==> src/rtl/fifo_pkg.sv <==
// Shared helpers for the asynchronous FIFO controllers: Gray/binary pointer conversion.
// The functions work on a wide pointer type; callers zero-extend in and truncate out.
package fifo_pkg;

  localparam int unsigned PTR_W_MAX = 32;

  typedef logic [PTR_W_MAX-1:0] ptr_t;

  function automatic ptr_t bin2gray(input ptr_t bin);
    return bin ^ (bin >> 1);
  endfunction

  // Each binary bit is the XOR of all Gray bits at and above it.
  function automatic ptr_t gray2bin(input ptr_t gray);
    ptr_t bin;
    bin[PTR_W_MAX-1] = gray[PTR_W_MAX-1];
    for (int i = PTR_W_MAX - 2; i >= 0; i--) begin
      bin[i] = bin[i+1] ^ gray[i];
    end
    return bin;
  endfunction

endpackage

==> src/rtl/sync_2ff.sv <==
// Two-flop synchroniser for a Gray-coded pointer crossing into the local clock domain.
// Only one bit of the input changes at a time, so a per-bit synchroniser is safe.
module sync_2ff #(
  parameter int unsigned WIDTH = 1
) (
  input  logic             clk_i,
  input  logic             rst_n_i,
  input  logic [WIDTH-1:0] d_i,
  output logic [WIDTH-1:0] q_o
);

  logic [WIDTH-1:0] sync1_q;
  logic [WIDTH-1:0] sync2_q;

  // NOTE: sequential state uses non-blocking assignments so the second flop
  // samples the first flop's old value, giving two full stages.
  always_ff @(posedge clk_i or negedge rst_n_i) begin
    if (!rst_n_i) begin
      sync1_q <= '0;
      sync2_q <= '0;
    end else begin
      sync1_q <= d_i;
      sync2_q <= sync1_q;
    end
  end

  assign q_o = sync2_q;

endmodule

==> src/rtl/async_fifo_wr_ctrl.sv <==
// Write-domain pointer/flag controller of the asynchronous FIFO.
// Flags and count are registered from next-state values against the synchronised read pointer.
module async_fifo_wr_ctrl
  import fifo_pkg::*;
#(
  parameter int unsigned FIFO_DEPTH = 8,
  parameter int unsigned SIZE       = $clog2(FIFO_DEPTH),
  parameter int unsigned AF_MARGIN  = 2
) (
  input  logic            clk_i,
  input  logic            rst_n_i,
  input  logic            wr_req_i,
  input  logic [SIZE:0]   rd_addr_gray_i,
  output logic            wr_en_o,
  output logic [SIZE-1:0] wr_addr_o,
  output logic [SIZE:0]   wr_addr_gray_o,
  output logic            full_o,
  output logic            almost_full_o,
  output logic [SIZE:0]   wr_count_o,
  output logic            overflow_o
);

  localparam int unsigned PW = SIZE + 1;
  localparam logic [SIZE:0] AF_LEVEL = PW'(FIFO_DEPTH - AF_MARGIN);

  logic [SIZE:0] wr_bin_q,   wr_bin_d;
  logic [SIZE:0] wr_gray_q,  wr_gray_d;
  logic [SIZE:0] count_q,    count_d;
  logic          full_q,     full_d;
  logic          afull_q,    afull_d;
  logic          overflow_q, overflow_d;
  logic [SIZE:0] rd_sync2;
  logic [SIZE:0] rd_bin_sync;
  logic          accept;

  sync_2ff #(
    .WIDTH (PW)
  ) u_rd_sync (
    .clk_i   (clk_i),
    .rst_n_i (rst_n_i),
    .d_i     (rd_addr_gray_i),
    .q_o     (rd_sync2)
  );

  assign accept = wr_req_i & ~full_q;

  // NOTE: every signal assigned in this block gets a value on every path
  // before any condition, so no latch can be inferred.
  always_comb begin
    wr_bin_d = wr_bin_q;
    if (accept) begin
      wr_bin_d = wr_bin_q + PW'(1);
    end
    wr_gray_d   = PW'(bin2gray(ptr_t'(wr_bin_d)));
    rd_bin_sync = PW'(gray2bin(ptr_t'(rd_sync2)));
    count_d     = wr_bin_d - rd_bin_sync;
    // Full when the write pointer is exactly one lap ahead: Gray form flips the top two bits.
    full_d      = (wr_gray_d == {~rd_sync2[SIZE:SIZE-1], rd_sync2[SIZE-2:0]});
    afull_d     = (count_d >= AF_LEVEL);
    overflow_d  = wr_req_i & full_q;
  end

  always_ff @(posedge clk_i or negedge rst_n_i) begin
    if (!rst_n_i) begin
      wr_bin_q   <= '0;
      wr_gray_q  <= '0;
      count_q    <= '0;
      full_q     <= 1'b0;
      afull_q    <= 1'b0;
      overflow_q <= 1'b0;
    end else begin
      wr_bin_q   <= wr_bin_d;
      wr_gray_q  <= wr_gray_d;
      count_q    <= count_d;
      full_q     <= full_d;
      afull_q    <= afull_d;
      overflow_q <= overflow_d;
    end
  end

  assign wr_en_o        = accept;
  assign wr_addr_o      = wr_bin_q[SIZE-1:0];
  assign wr_addr_gray_o = wr_gray_q;
  assign full_o         = full_q;
  assign almost_full_o  = afull_q;
  assign wr_count_o     = count_q;
  assign overflow_o     = overflow_q;

endmodule

==> config.mk <==
export PLATFORM = sky130hd
export DESIGN_NAME = async_fifo_wr_ctrl
export DESIGN_NICKNAME = d
export VERILOG_FILES = /design/src/rtl/fifo_pkg.sv /design/src/rtl/sync_2ff.sv /design/src/rtl/async_fifo_wr_ctrl.sv
export SDC_FILE = /design/constraint.sdc
export NUM_CORES = 1
export LEC_CHECK = 0
export BUFFER_PORTS_ARGS = -buffer_cell sky130_fd_sc_hd__buf_4
export CAP_MARGIN = 30
export CORE_ASPECT_RATIO = 0.7
export CORE_MARGIN = 3
export CORE_UTILIZATION = 49
export CTS_BUF_LIST = sky130_fd_sc_hd__clkbuf_8
export CTS_CLUSTER_SIZE = 10
export DETAILED_ROUTE_END_ITERATION = 10
export PLACE_DENSITY = 0.76
export SLEW_MARGIN = 20
export SYNTH_ARGS = -nofsm -noshare
export SYNTH_HDL_FRONTEND = slang
export SYNTH_SLANG_ARGS = --single-unit
==> constraint.sdc <==
create_clock -name clk_i -period 2.3 [get_ports clk_i]
set_input_delay 0.115 -clock clk_i [delete_from_list [all_inputs] [get_ports clk_i]]
set_output_delay 0.115 -clock clk_i [all_outputs]
set_load 0.05 [all_outputs]
==> impl_metrics.yaml, run 1 <==
clocking:
  cts_root_buf: "clkbuf_8"
  htree_levels: 1
  cts_sinks: 22
  insertion_delay_ns: 0.26
  cts_buffers: 3
  cts_buffer_depth: 2
  cts_tree: "yes"
  path_clk_slew_ns: 0.08
critical_path:
  reg2regPathDepth: 8
  critPathKind: "reg2reg"
  critPathCaptureType: "flop"
  r2r-start: "wr_bin_q[1]$_DFF_PN0_"
  worstPathRequired_ns: 2.45
  r2r_slack_ns: 0.13
  crit_start: "wr_bin_q[1]$_DFF_PN0_"
  arrival_ns: 2.32
  timing.critical_path.to: "almost_full_o$_DFF_PN0_"
  crit_fanout: 5
  r2r-end: "almost_full_o$_DFF_PN0_"
  startpoint_type: "flop"
grt:
  antenna_found_initial: 0
  grt_pass1_vias: 610
  grt_overflow: 0
  grt_usage_pct: 15.4
  grt_pass1_wl_mm: 2.82
  grt_max_degree: 23
floorplanning:
  dieWidth_um: 59.3
  dieArea_sq_um: 2570
  ios: 22
  start_util_pct: 56.4
  num_rows: 12
  dieHeight_um: 43.3
  core-area_sq_um: 1730
final_layout:
  final_cell_mix: "buf_4, dfrtp_1, inv_1"
  nets: 114
  drive_above_1_share_pct: 41.6
  layout_commonest_cell: "buf_4"
  n_antenna_cell: 0
  nFillCells: 109
  area_delta_synth_final_pct: 35.9
detailed_routing:
  drc: 0
  dr.pass1.iters: 4
  routed_wl_mm: 1.66
  wl_per_cell_um: 13.6
  drt_iter0_drc: 9
  ant_nets: 0
  vias_per_cell: 4.91
  vias: 599
timing:
  worst_pin_slew_ns: 0.275
  finalHoldViolations: 0
  period_minus_slack_ns: 2.17
  period_share_pct: 94.3
  rsz0062_at_grt: "no"
  relSlewSlack_pct: 81.6
  tns_ns: 0
  fmax_ghz: 0.461
  fin_skew_ns: 0.00552
  finalSetupViolCount: 0
  slew_viol_final: 0
logic_synthesis:
  syn-cell-area_sq_um: 975
  synthCells: 67
  yosys_warnings: 0
  syn_nets: 79
  synth.avg_cell_area_sq_um: 14.5
  ys_seq_area_share_pct: 56.5
  ys_ff_latch: 22
  yosys.cell_types.count: 23
min_path:
  hold_path.class: "in2reg"
outcome:
  outcome: "finished, final reports clean"
place:
  portBuffers: 21
  dp_hpwl_mm: 1.22
  gp_congestion: 0.795
job:
  max_cap_violations: 0
-- worst min-delay path by stage --
stage	start	end	slack [ns]	cells after the start
final	wr_req_i	overflow_o$_DFF_PN0_	0.11	2
after detailed placement	rst_n_i	overflow_o$_DFF_PN0_	0.02	1
after CTS	wr_req_i	overflow_o$_DFF_PN0_	0.10	2
after global placement	rst_n_i	overflow_o$_DFF_PN0_	0.01	1
after floorplan	rst_n_i	almost_full_o$_DFF_PN0_	-0.18	0
after global routing	wr_req_i	overflow_o$_DFF_PN0_	0.11	2
-- metal layers --
metal | global-route usage [%] | vias to the layer above | part of all wire [%]
met2 | 26.1 | 19 | 49
li1 | - | 284 | -
met4 | 4.07 | 0 | 0
met3 | 6.38 | 0 | 7.0
met1 | 18.1 | 296 | 44
met5 | 0 | - | 0
-- Yosys cell counts, drive strengths merged --
cell type  number  share of area [%]
nor2            4                1.5
o32ai           1               0.90
o21ai           1               0.51
inv             7                2.7
and2            1               0.64
buf             1                1.2
ha              4                5.1
xnor2           6                6.2
xor2            5                6.4
mux2i           3                3.5
fa              1                2.1
nand4           1                2.2
xnor3           2                4.6
dfrtp          22                 56
nand2           1               0.38
a21o            2                1.5
or3             1               0.64
a21oi           1               0.51
nor2b           1                1.4
nand3b          2                1.5
-- sequential cells by signal (all words and copies together) (netlist names) --
| register | flops |
|---|---|
| wr_bin_q | 4 |
| wr_addr_gray_o | 3 |
| u_rd_sync.q_o | 4 |
| u_rd_sync.sync1_q | 4 |
| wr_count_o | 4 |
| overflow_o | 1 |
| full_o | 1 |
| almost_full_o | 1 |
-- metrics by stage --
stage | cells | hold WS [ns] | area (sq um) | utilization, % | setup slack [ns]
after floorplan | 67 | -0.181 | 996 | - | 0.0157
after global placement | 112 | 0.0138 | 1190 | 68.9 | 0.145
after detailed placement | 112 | 0.0187 | 1190 | 68.9 | 0.0358
after CTS | 121 | 0.101 | 1290 | 75.0 | 0.00837
after global routing | 122 | 0.108 | 1330 | 76.7 | 0.00991
final | 122 | 0.110 | 1330 | 76.7 | 0.130
-- cell type report --
cell class                 instances  area [sq um]  area share, %
clock buffer                       4          55.1           4.15
inverter                           7          26.3           1.98
multi-input combinational         37           418           31.5
sequential                        22           554           41.8
tap                               21          26.3           1.98
timing repair buffer              31           245           18.5
-- logic make-up (layout without fill, tap and decap cells) --
kind of cell / count (synthesis) / count (layout) / synth area share (%)
AO/OA/AOI/OAI: 5 / 5 / 3.46
XOR/XNOR: 13 / 13 / 17.2
adder cells (fa/ha/maj): 5 / 5 / 7.19
buffers and inverters: 8 / 42 / 3.85
flip-flops: 22 / 22 / 56.5
multiplexers: 3 / 3 / 3.47
AND/OR/NAND/NOR: 11 / 11 / 8.34
-- worst max-delay path: stages (launching register included) --
cell	delay (ns)
dfrtp_2	0.47
ha_1	0.34
mux2i_4	0.17
inv_2	0.08
ha_1	0.29
a21o_1	0.17
a21oi_1	0.14
xnor3_1	0.25
a21o_1	0.16
-- repair_timing --
item / 4_1_cts / 5_1_grt
gates resized for setup: 0 / 3
hold buffers: 5 / 0
hold endpoints to repair: 26 / 0
buffers inserted: 0 / 1
setup endpoints to repair: 0 / 1
Power of run 1 is not shown: default switching activity piles up to over one toggle a cycle in this logic, so the estimate is an artifact.
==> run 2, diff against run 1 <==
ABC_AREA = 1   (was not set)
CTS_CLUSTER_SIZE = 12   (was 10)
==> impl_metrics.yaml, run 2 <==
outcome:
  outcome: "finished, final reports clean"
logic_synthesis:
  synthCells: 99
  async_flop_share_pct: 100
  yosys_warnings: 0
  syn_nets: 111
  yosys.cell_types.count: 18
  ys_seq_area_share_pct: 55.4
  ys_ff_latch: 22
  yosys_most_used_dff: "dfrtp_1"
  yosysMostFrequentCell: "dfrtp_1"
  yosysTopAreaCellShare_pct: 55.4
  synthTopCellsByCount: "dfrtp_1, nand2_1, inv_1, nand2_2, nand3_1"
  syn-cell-area_sq_um: 993
  synth.area.top_cells: "dfrtp_1, nand2_2, nand2_1"
  yosys.area.top_type: "dfrtp_1"
  synth.avg_cell_area_sq_um: 10.0
  synth-edff-count: 0
detailed_routing:
  routed_wl_mm: 1.83
  vias: 734
  ant_nets: 0
  wl_per_cell_um: 12.1
  drt_iter0_drc: 27
  drc: 0
  dr.pass1.iters: 4
  vias_per_cell: 4.86
place:
  placed_area_sq_um: 1180
  gp_congestion: 0.846
  dp_hpwl_mm: 1.35
  portBuffers: 21
critical_path:
  worstPathRequired_ns: 2.45
  slowest_stage: "dfrtp_1"
  path_buf_inv: 1
  critPathCaptureType: "flop"
  critPathKind: "reg2reg"
  crit_fanout: 3
  startpoint_type: "flop"
  arrival_ns: 2.27
  path_common_cell: "xor2_1"
  path_cells: "xnor2_1 -> xor2_1 -> xor2_1 -> ha_1 -> inv_1 -> fa_1 -> xor2_1 -> nand2_1 -> nand3_1"
  max_stage_delay_ns: 0.41
  critical_path.top_delay_family: "XOR/XNOR gates"
final_layout:
  final_area_sq_um: 1310
  final_util_pct: 75.0
  drive_above_1_share_pct: 34.6
  final_cell_mix: "dfrtp_1, buf_4, nand2_1"
  area_delta_synth_final_pct: 31.5
  nets: 143
  n_antenna_cell: 0
min_path:
  hold_path.class: "in2reg"
clocking:
  cts_buffers: 3
  cts_root_buf: "clkbuf_8"
  cts_tree: "yes"
  htree_levels: 1
  path_clk_slew_ns: 0.08
  cts_buffer_depth: 2
  insertion_delay_ns: 0.26
  cts_sinks: 22
  cts_setup_buffers: 0
grt:
  grt_usage_pct: 16.0
  grt_pass1_vias: 697
  antenna_found_initial: 0
  grt_pass1_wl_mm: 3.08
  grt_overflow: 0
  grt_max_degree: 23
timing:
  finalHoldViolations: 0
  relSlewSlack_pct: 81.8
  rsz0062_at_grt: "no"
  fmax_ghz: 0.472
  period_share_pct: 92.1
  tns_ns: 0
  worst_pin_slew_ns: 0.272
  finalSetupViolCount: 0
  slew_viol_final: 0
  period_minus_slack_ns: 2.12
  fin_skew_ns: 0.00301
floorplanning:
  num_rows: 12
  dieHeight_um: 43.7
  ios: 22
  dieWidth_um: 59.8
  dieArea_sq_um: 2610
  core-area_sq_um: 1740
  start_util_pct: 57.0
job:
  max_cap_violations: 0
## run 2: changes by cell type in the layout (fill, tap and decap cells not counted), sizes merged, moves of 2 or more
cell    change
nor2        -2
xnor2       -5
nand3      +13
buf         -4
nand2      +31
inv        +10
xor2        -2
a21o        -2
nand3b      -2
xnor3       -2
mux2i       -3
## run 2: kinds of logic (layout without fill, tap and decap cells)
family / Yosys count / in the layout / synth area share (%)
AO/OA/AOI/OAI: 3 / 3 / 2.77
XOR/XNOR: 4 / 4 / 3.53
adder cells (fa/ha/maj): 5 / 5 / 7.05
buffers and inverters: 17 / 48 / 6.42
flip-flops: 22 / 22 / 55.4
AND/OR/NAND/NOR: 48 / 48 / 24.8
## run 2: tightest hold or removal path: cells and delay by family
kind | cells | cell delay, ns
buffers and inverters | 2 | 0.16
and+or+nand+nor | 1 | 0.05
## run 2: final timing paths
path	end	slack [ns]	depth (start not counted)	from
setup / recovery	almost_full_o$_DFF_PN0_	0.18	9	u_rd_sync.q_o[3]$_DFF_PN0_
hold / removal	overflow_o$_DFF_PN0_	0.1	3	wr_req_i
setup reg to reg	almost_full_o$_DFF_PN0_	0.18	9	u_rd_sync.q_o[3]$_DFF_PN0_
hold reg to reg	u_rd_sync.q_o[0]$_DFF_PN0_	0.35	0	u_rd_sync.sync1_q[0]$_DFF_PN0_
max in group asynchronous	wr_bin_q[1]$_DFF_PN0_	1.82	2	rst_n_i
min in group asynchronous	overflow_o$_DFF_PN0_	0.26	2	rst_n_i
## run 2: layout make-up
class	instances	area (sq um)
sequential	22	551
clock inverter	1	30.0
multi-input combinational	60	379
inverter	17	63.8
timing repair buffer	27	215
tap	21	26.3
clock buffer	3	41.3
fill	132	435
## run 2: what timing repair did
item,in CTS,in global routing
gates resized for setup,0,0
hold buffers,5,0
hold endpoints to repair,26,0
## run 2: per-stage QoR
step / std cells / hold slack (ns) / worst slack [ns]
after floorplan: 99 / -0.181 / 0.238
after global placement: 142 / 0.0110 / 0.298
after detailed placement: 142 / 0.0172 / 0.217
after CTS: 151 / 0.0974 / 0.179
after global routing: 151 / 0.112 / 0.0391
final: 151 / 0.0972 / 0.181
## run 2: layer usage
metal	part of all wire [%]	vias up	routed length, um	global-route usage (%)
met2	48	25	873	26.3
met1	44	340	806	19.7
met5	0	-	0	0
li1	-	367	-	-
met3	7.7	2	141	6.25
met4	0.65	0	12	3.98
Power of run 2 is left out for the same reason.
